<file path="config.mk">
export PLATFORM = sky130hd
export DESIGN_NAME = pingpong_frame_reader
export DESIGN_NICKNAME = d
export VERILOG_FILES = /design/src/rtl/uart_frame_pkg.sv /design/src/rtl/frame_byte_mux.sv /design/src/rtl/pingpong_frame_reader.sv
export SDC_FILE = /design/constraint.sdc
export NUM_CORES = 1
export LEC_CHECK = 0
export CAP_MARGIN = 5
export CORE_MARGIN = 2
export CORE_UTILIZATION = 50
export CTS_CLUSTER_DIAMETER = 100
export DETAILED_ROUTE_END_ITERATION = 12
export GPL_ROUTABILITY_DRIVEN = 0
export PLACE_DENSITY_LB_ADDON = 0.05
export SYNTH_ARGS = -nofsm -noshare
export SYNTH_HDL_FRONTEND = slang
export SYNTH_SLANG_ARGS = --single-unit
</file>
<file path="constraint.sdc">
create_clock -name clk -period 9.7 [get_ports clk]
set_input_delay 0.97 -clock clk [delete_from_list [all_inputs] [get_ports clk]]
set_output_delay 0.97 -clock clk [all_outputs]
set_load 0.02 [all_outputs]
</file>
<file path="src/rtl/uart_frame_pkg.sv">
// Shared constants and types for the ping-pong frame reader.
// Holds header defaults, the payload size, the index width and the FSM state set.
package uart_frame_pkg;

    localparam logic [7:0] SYNC0_DEFAULT = 8'hA5;
    localparam logic [7:0] SYNC1_DEFAULT = 8'h5A;

    localparam int FRAME_BYTES_DEFAULT = 384;

    // Byte index width: covers FRAME_BYTES + 255 + 3 bytes.
    localparam int IDX_W = 10;

    typedef enum logic [2:0] {
        ST_IDLE,
        ST_FETCH,
        ST_LOAD,
        ST_WAIT,
        ST_SEND,
        ST_DRAIN
    } rd_state_t;

    typedef enum logic [2:0] {
        SRC_SYNC0,
        SRC_SYNC1,
        SRC_MAIN,
        SRC_VEC,
        SRC_CSUM
    } byte_src_t;

    // Where the byte at the current index comes from.
    typedef struct packed {
        byte_src_t        src;
        logic [IDX_W-1:0] offset;
        logic             last;
    } byte_sel_t;

    function automatic logic is_payload(input byte_src_t s);
        return (s == SRC_MAIN) || (s == SRC_VEC);
    endfunction

endpackage

</file>
<file path="src/rtl/frame_byte_mux.sv">
// Frame layout decoder for the ping-pong frame reader.
// Ports: idx (byte index), extra_len (vector tail length), sel (source, offset, last flag).
module frame_byte_mux
    import uart_frame_pkg::*;
#(
    parameter int FRAME_BYTES = FRAME_BYTES_DEFAULT
) (
    input  logic [IDX_W-1:0] idx,
    input  logic [7:0]       extra_len,
    output byte_sel_t        sel
);

    // One spare bit so the region bounds never wrap.
    localparam int IW = IDX_W + 1;
    localparam logic [IW-1:0] MAIN_END = IW'(FRAME_BYTES + 2);

    logic [IW-1:0] idx_w;
    logic [IW-1:0] vec_end;

    assign idx_w   = {1'b0, idx};
    assign vec_end = MAIN_END + IW'(extra_len);

    always_comb begin
        sel.src    = SRC_CSUM;
        sel.offset = '0;
        sel.last   = (idx_w == vec_end);
        unique case (1'b1)
            (idx_w == '0): begin
                sel.src = SRC_SYNC0;
            end
            (idx_w == IW'(1)): begin
                sel.src = SRC_SYNC1;
            end
            (idx_w >= IW'(2)) && (idx_w < MAIN_END): begin
                sel.src    = SRC_MAIN;
                sel.offset = IDX_W'(idx_w - IW'(2));
            end
            (idx_w >= MAIN_END) && (idx_w < vec_end): begin
                sel.src    = SRC_VEC;
                sel.offset = IDX_W'(idx_w - MAIN_END);
            end
            default: begin
                sel.src = SRC_CSUM;
            end
        endcase
    end

endmodule

</file>
<file path="src/rtl/pingpong_frame_reader.sv">
// Read side of the UART ping-pong capture path.
// Ports:
//   clk, rst              clock, synchronous active-high reset
//   bank_ready, bank_sel  bank complete pulse and bank number
//   extra_len             vector tail length, latched on accept
//   ram_bank, ram_addr    main-bank select and read address
//   ram_rdata             main-bank read data ([7:0] used)
//   vec_addr, vec_rdata   vector-RAM address and data ([7:0] used)
//   tx_start, tx_data     byte request towards uart_tx
//   tx_busy               uart_tx busy
//   busy                  frame in progress
//   frame_done, overrun   status pulses
module pingpong_frame_reader
    import uart_frame_pkg::*;
#(
    parameter int         ADDR_W      = 14,
    parameter int         FRAME_BYTES = FRAME_BYTES_DEFAULT,
    parameter logic [7:0] SYNC0       = SYNC0_DEFAULT,
    parameter logic [7:0] SYNC1       = SYNC1_DEFAULT
) (
    input  logic              clk,
    input  logic              rst,
    input  logic              bank_ready,
    input  logic              bank_sel,
    input  logic [7:0]        extra_len,
    output logic              ram_bank,
    output logic [ADDR_W-1:0] ram_addr,
    input  logic [15:0]       ram_rdata,
    output logic [7:0]        vec_addr,
    input  logic [15:0]       vec_rdata,
    output logic              tx_start,
    output logic [7:0]        tx_data,
    input  logic              tx_busy,
    output logic              busy,
    output logic              frame_done,
    output logic              overrun
);

    rd_state_t        state;
    logic [IDX_W-1:0] idx;
    logic [7:0]       len_q;
    logic [7:0]       csum;
    byte_sel_t        sel;
    logic [7:0]       rd_byte;
    logic             unused_hi;

    // The RAMs are 16 bits wide; only the low byte carries data.
    assign unused_hi = ^{ram_rdata[15:8], vec_rdata[15:8]};

    frame_byte_mux #(
        .FRAME_BYTES(FRAME_BYTES)
    ) u_mux (
        .idx      (idx),
        .extra_len(len_q),
        .sel      (sel)
    );

    always_comb begin
        rd_byte = 8'h00;
        unique case (1'b1)
            (sel.src == SRC_SYNC0): rd_byte = SYNC0;
            (sel.src == SRC_SYNC1): rd_byte = SYNC1;
            (sel.src == SRC_MAIN):  rd_byte = ram_rdata[7:0];
            (sel.src == SRC_VEC):   rd_byte = vec_rdata[7:0];
            default:                rd_byte = csum;
        endcase
    end

    always_ff @(posedge clk) begin
        if (rst) begin
            state      <= ST_IDLE;
            idx        <= '0;
            len_q      <= '0;
            csum       <= '0;
            ram_bank   <= 1'b0;
            ram_addr   <= '0;
            vec_addr   <= '0;
            tx_start   <= 1'b0;
            tx_data    <= '0;
            busy       <= 1'b0;
            frame_done <= 1'b0;
            overrun    <= 1'b0;
        end else begin
            frame_done <= 1'b0;
            // A bank arriving mid-frame is dropped and flagged.
            overrun    <= bank_ready && busy;

            unique case (state)
                ST_IDLE: begin
                    if (bank_ready) begin
                        ram_bank <= bank_sel;
                        len_q    <= extra_len;
                        idx      <= '0;
                        csum     <= '0;
                        busy     <= 1'b1;
                        state    <= ST_FETCH;
                    end
                end

                ST_FETCH: begin
                    // Only the addressed RAM moves; the other keeps its value.
                    if (sel.src == SRC_MAIN) begin
                        ram_addr <= ADDR_W'(sel.offset);
                    end
                    if (sel.src == SRC_VEC) begin
                        vec_addr <= sel.offset[7:0];
                    end
                    state <= ST_LOAD;
                end

                ST_LOAD: begin
                    tx_data <= rd_byte;
                    if (is_payload(sel.src)) begin
                        csum <= csum + rd_byte;
                    end
                    state <= ST_WAIT;
                end

                ST_WAIT: begin
                    // Also covers a byte still in flight after reset.
                    if (!tx_busy) begin
                        tx_start <= 1'b1;
                        state    <= ST_SEND;
                    end
                end

                ST_SEND: begin
                    if (tx_busy) begin
                        tx_start <= 1'b0;
                        if (sel.last) begin
                            state <= ST_DRAIN;
                        end else begin
                            idx   <= idx + IDX_W'(1);
                            state <= ST_FETCH;
                        end
                    end
                end

                ST_DRAIN: begin
                    if (!tx_busy) begin
                        busy       <= 1'b0;
                        frame_done <= 1'b1;
                        state      <= ST_IDLE;
                    end
                end

                default: begin
                    state <= ST_IDLE;
                end
            endcase
        end
    end

endmodule

</file>
Yosys cells after proc, flatten, opt, wreduce, memory -nomap -nowiden
Cells that the tools add are included.
{"block": "classes", "add_sub_neg": 5, "order_cmp": 4, "eq_ne": 16, "n_mux": 23, "bitwise_logic": 1, "reduce_logical": 20}
{"operator": "$pmux W10 S2", "n": 2}
{"operator": "$pmux W8 S4", "n": 1}
{"operator": "$mux W10", "n": 3}
{"operator": "$pmux W3 S6", "n": 1}
{"operator": "$mux W8", "n": 2}
{"operator": "$pmux W8 S2", "n": 1}
{"operator": "$mux W3", "n": 5}
{"operator": "$eq A3 B2 Y1 const B", "n": 4}
{"operator": "$ne A2 B2 Y1 const B", "n": 6}
{"operator": "$pmux W3 S4", "n": 1}
{"operator": "$eq A10 B11 Y1", "n": 1}
{"operator": "$logic_not A11 Y1", "n": 1}
{"operator": "$lt A10 B11 Y1", "n": 1}
{"operator": "$add A10 B1 Y10 const B", "n": 1}
{"operator": "$add A9 B8 Y10 const A", "n": 1}
{"operator": "$eq A10 B1 Y1 const B", "n": 1}
{"operator": "$ge A10 B2 Y1 const B", "n": 1}
{"operator": "$ge A10 B9 Y1 const B", "n": 1}
{"operator": "$lt A10 B9 Y1 const B", "n": 1}
{"operator": "$sub A10 B2 Y10 const B", "n": 1}
{"operator": "$sub A10 B9 Y10 const B", "n": 1}
{"operator": "$reduce_and A3 Y1", "n": 3}
{"operator": "$add A8 B8 Y8", "n": 1}
{"operator": "$reduce_and A4 Y1", "n": 2}
{"operator": "11 further kinds", "n": 26}
{"block": "totals", "regBits": 60, "inputBits": 45, "output_inout_bits": 35, "elab_cells": 81}

Depth between registers and ports, before layout
{"block": "depth", "word_depth": 9, "ltp_mapped": 22, "depth_no_buf": 21}

By module
Synthesis repeated with hierarchy kept, for this count alone.
{"block": "hier_totals", "cells_unflattened": 436, "area_unflattened_um2": 3583.4}
{"mod": "pingpong_frame_reader", "instances": 1, "cells_each": 340, "area_each_um2": 2877.8, "seq_area_each_um2": 1201.2}
{"mod": "frame_byte_mux", "instances": 1, "cells_each": 96, "area_each_um2": 705.7, "seq_area_each_um2": 0.0}

Worst setup path after synthesis
OpenSTA, ideal clock, no wires.
{"block": "synth_path", "path_kind": "register to register", "start": "register len_q[1]", "end": "register csum[7]", "setup_ns": 0.116, "arrival_time_ns": 3.841, "required_ns": 9.584, "slack_ns": 5.743, "stages_incl_launch_ff": 20, "path_buffers": 0, "synth_period_minus_slack_ns": 3.957, "cell_sequence": "dfxtp_1 -> ha_1 -> nand3_1 -> xor2_1 -> ha_1 -> nand4_1 -> a21o_1 -> a31oi_1 -> or2_2 -> nand3_2 -> o21ai_2 -> inv_1 -> ha_1 -> a21oi_1 -> o211ai_1 -> o41ai_1 -> xor2_1 -> nand3b_1 -> mux2i_1 -> a31o_1"}
{"block": "synth_between", "elab_chain_len": 9, "elab_cells_between_ends": 15, "classes_between": "add/sub: 2; order compare: 1; eq/ne: 4; mux: 4; reduce/logical: 4"}
{"element": "from (decl)", "line_no": "pingpong_frame_reader.sv:41", "source": "logic [7:0] len_q;"}
{"element": "from (signal assigned)", "line_no": "pingpong_frame_reader.sv:92", "source": "len_q <= extra_len;"}
{"element": "$add A9 B8 Y10 (*)", "line_no": "frame_byte_mux.sv:21", "source": "assign vec_end = MAIN_END + IW'(extra_len);"}
{"element": "$lt A10 B11 Y1 (*)", "line_no": "frame_byte_mux.sv:38", "source": "(idx_w >= MAIN_END) && (idx_w < vec_end): begin"}
{"element": "$logic_and A1 B1 Y1 (*)", "line_no": "frame_byte_mux.sv:38"}
{"element": "$pmux W3 S4 (*)", "line_no": "frame_byte_mux.sv:27", "source": "unique case (1'b1)"}
{"element": "$eq A3 B2 Y1, or another cell as far along", "line_no": "pingpong_frame_reader.sv:64", "source": "(sel.src == SRC_VEC): rd_byte = vec_rdata[7:0];"}
{"element": "$pmux W8 S4 (*)", "line_no": "pingpong_frame_reader.sv:60", "source": "unique case (1'b1)"}
{"element": "net rd_byte[1]", "line_no": "pingpong_frame_reader.sv:44", "source": "logic [7:0] rd_byte;"}
{"element": "$add A8 B8 Y8 (*)", "line_no": "pingpong_frame_reader.sv:114", "source": "csum <= csum + rd_byte;"}
{"element": "$mux W8 (*)", "line_no": "pingpong_frame_reader.sv:113", "source": "if (is_payload(sel.src)) begin"}
{"element": "$pmux W8 S2 (*)", "line_no": "pingpong_frame_reader.sv:88", "source": "unique case (state)"}
{"element": "to (signal assigned)", "line_no": "pingpong_frame_reader.sv:114"}
{"element": "to (decl)", "line_no": "pingpong_frame_reader.sv:42", "source": "logic [7:0] csum;"}
Mark *: on every way through the listed nets, which the timed path passes. The rest lies on a longest branch. The select of a mux whose other input is x is not followed.
A chain may end at the register's enable or synchronous reset.

Worst setup path in the final report
Ends and elaborated chain as after synthesis.

==> impl_metrics.csv <==
group,metric,value,unit
outcome,outcome,"completed",
global_routing,antenna_found_initial,0,
synth,synthCells,425,
job,max-cap-violations,0,
timing,worstMarginPinSlew,1.08,ns
clock_tree,cts_root_buf,"clkbuf_8",
clock_tree,clk_path_buf_depth,2,
critical_path,worstPathMaxFanout,8,
synth,yosysTopAreaCellShare,34.0,%
timing,grt_setup_unrepaired,"no",
floorplanning,start_util,51.7,%
clock_tree,clk_latency,0.34,ns
clock_tree,cts.sink_count,60,
critical_path,slowest_stage,"a31oi_1",
timing,slew_headroom,27.2,%
critical_path,critPathBufInv,1,
synth,yosys-top-cells-count,"dfxtp_1, nand2_1, a21oi_1",
global_routing,grt_usage,23.2,%
global_routing,grt_pass1_wl,14100,um
drt,via_per_inst,5.47,
critical_path,crit_path_start_kind,"register",
timing,whs,0.456,ns
worst_hold_path,hold_path.class,"register to register",
clock_tree,clk_pin_slew,0.07,ns
critical_path,critical_path_required,9.93,ns
critical_path,r2r_start,"len_q[1]$_SDFFE_PP0P_",
synth,yosys_warnings,0,
drt,dr.pass1.iters,4,
synth,yosysSeqAreaShare,34.0,%
floorplanning,die_x,88.1,um
worst_hold_path,hold_start,"busy$_SDFFE_PP0P_",
synth,synth_edf_count,0,
synth,synth.most_common_cell,"dfxtp_1",
floorplanning,die_h,88.1,um
synth,synth_seq_cells,60,
critical_path,worstPathCellList,"ha_1 -> nand3_1 -> xor2_1 -> ha_1 -> nand4_1 -> a21o_1 -> a31oi_1 -> or2_2 -> nand3_2 -> o21ai_2 -> inv_1 -> ha_1 -> a21oi_1 -> o211ai_1 -> o41ai_1 -> xor2_1 -> nand3b_1 -> mux2i_1 -> a31o_1",
clock_tree,cts_setup_buffers,0,
clock_tree,hold_buffers,0,
clock_tree,cts_resized,0,
floorplanning,pin_count,80,
critical_path,worstPathArrival,4.75,ns
worst_hold_path,min_delay_path_depth,2,
synth,synth.avg_cell_area,8.32,um2
critical_path,endpoint_kind,"register",
cells_and_area,drive_gt1_share,7.08,%
timing,drv_slew,0,
critical_path,crit_path_max_incr_delay,0.54,ns
timing,tns,0,ns
drt,dr_total_vias,3152,
timing,fmax,0.221,GHz
timing,min_period_over_period,46.6,%
placed_design,dp_slack,5.22,ns
placed_design,dp_hpwl,6060,um
timing,hold_viol_final,0,
critical_path,reg2reg_depth,19,
floorplanning,dieArea,7760,um2
global_routing,grt_max_degree,48,
drt,finalWirelength,8330,um
cells_and_area,final_nets,546,
synth,ys.flop_type,"dfxtp_1",
synth,synthesis.area,3530,um2
critical_path,r2r_slack,5.18,ns
floorplanning,rows,30,
synth,ys_top_cells_by_area,"dfxtp_1, ha_1, a21oi_1",
global_routing,grt_pass1_vias,3007,
drt,detail_route.wl_per_cell,14.5,um
cells_and_area,stdcell_count,576,
drt,antenna_left,0,
timing,setup_ws,5.18,ns
power_and_ir_drop,irDropWorstVdd,0.0888,mV
critical_path,crit_family,"compound AO/OA/AOI/OAI gates",
clock_tree,numCtsBuffers,9,
critical_path,r2r_end,"csum[7]$_SDFFE_PP0P_",
synth,synth.distinct_cells,59,
power_and_ir_drop,p_leak,1.72,nW
critical_path,path_common_cell,"ha_1",
synth,async_reset_ff_share,0,%
synth,yosys.area.top_type,"dfxtp_1",
timing,finClkSkew,0.0100,ns
global_routing,overflow,0,
power_and_ir_drop,p_total,568,uW
cells_and_area,area_growth,23.3,%
clock_tree,cts_tree,"yes",
floorplanning,coreArea,6830,um2
clock_tree,h-tree-depth,3,
placed_design,dp.cells,560,
timing,min_period,4.52,ns
drt,drtIter0Drc,108,
critical_path,path_class,"register to register",
power_and_ir_drop,cellPowerDensity,130,nW/um2
timing,setup_viol,0,
placed_design,portBuffers,59,
cells_and_area,insertedDiodeCount,0,
worst_hold_path,hold-path-endpoint,"overrun$_SDFF_PP0_",
drt,drc,0,
[worst max path at each step]
stage | start | end | slack, ns | depth (start not counted)
3_5_place_dp | len_q[1]$_SDFFE_PP0P_ | csum[7]$_SDFFE_PP0P_ | 5.22 | 19
6_report | len_q[1]$_SDFFE_PP0P_ | csum[7]$_SDFFE_PP0P_ | 5.18 | 19
5_1_grt | len_q[1]$_SDFFE_PP0P_ | csum[7]$_SDFFE_PP0P_ | 4.77 | 19
2_1_floorplan | len_q[1]$_SDFFE_PP0P_ | csum[7]$_SDFFE_PP0P_ | 5.74 | 19
4_1_cts | len_q[1]$_SDFFE_PP0P_ | csum[7]$_SDFFE_PP0P_ | 5.18 | 19
3_3_place_gp | len_q[1]$_SDFFE_PP0P_ | csum[7]$_SDFFE_PP0P_ | 5.26 | 19
[power by group]
group / leakage (nW) / internal, mW / total, mW / switching, mW
Sequential: 0.486 / 0.253 / 0.260 / 0.00723
Combinational: 1.12 / 0.0271 / 0.0586 / 0.0315
Clock: 0.107 / 0.151 / 0.249 / 0.0978
[placed cells by master (no fill, tap or decap), types with 9 or more instances in the layout]
master,n
nand3_1,20
xnor2_1,14
nand2_1,46
clkdlybuf4s50_1,59
or3_1,9
ha_1,25
dfxtp_1,60
nor2_1,43
a21oi_1,44
mux2i_1,12
nand2b_1,9
nor3_1,10
o21ai_0,13
clkbuf_8,10
inv_1,12
[cell families (layout without fill, tap and decap cells)]
logic type                 after synthesis  after routing  synth area share [%]
and+or+nand+nor                        164            164                  23.5
buffers and inverters                   37             89                  4.96
other                                    1              4                 0.106
xor gates and xnor gates                22             22                  5.45
muxes                                   12             12                  3.40
DFF                                     60             60                  34.0
AOI/OAI and AO/OA                      103            103                  19.2
adders and majority gates               26             26                  9.42
[through the flow]
stage                     util, %  cell area (um2)
after floorplan                 -             3550
after global placement       60.6             4140
after detailed placement     60.6             4140
after CTS                    63.8             4360
after global routing         63.8             4360
final                        63.8             4360
[worst min-delay path, stage by stage (launching register included)]
cell     delay (ns)
dfxtp_1        0.33
nand2_1        0.06
nor2_1         0.03
[flip-flops by register name (all words and copies together) (netlist names), 3 cells and up]
signal,count
ram_addr,10
state,3
len_q,8
vec_addr,8
csum,8
idx,10
tx_data,8
[per-layer routing]
metal | vias up | GRT usage [%] | wire length, um
li1 | 1607 | - | -
met1 | 1480 | 29.4 | 3800
met2 | 59 | 39.5 | 4150
met3 | 6 | 5.56 | 329
met4 | 0 | 6.06 | 52
met5 | - | 0 | 0
[final cells by class]
type / count / area [um2]
tap: 96 / 120
fill: 603 / 2470
clock buffer: 12 / 145
timing repair buffer: 61 / 606
sequential: 60 / 1200
clock inverter: 4 / 72.6
inverter: 12 / 45.0
multi-input combinational: 331 / 2170
No activity file was read; power rests on OpenSTA's default activity.
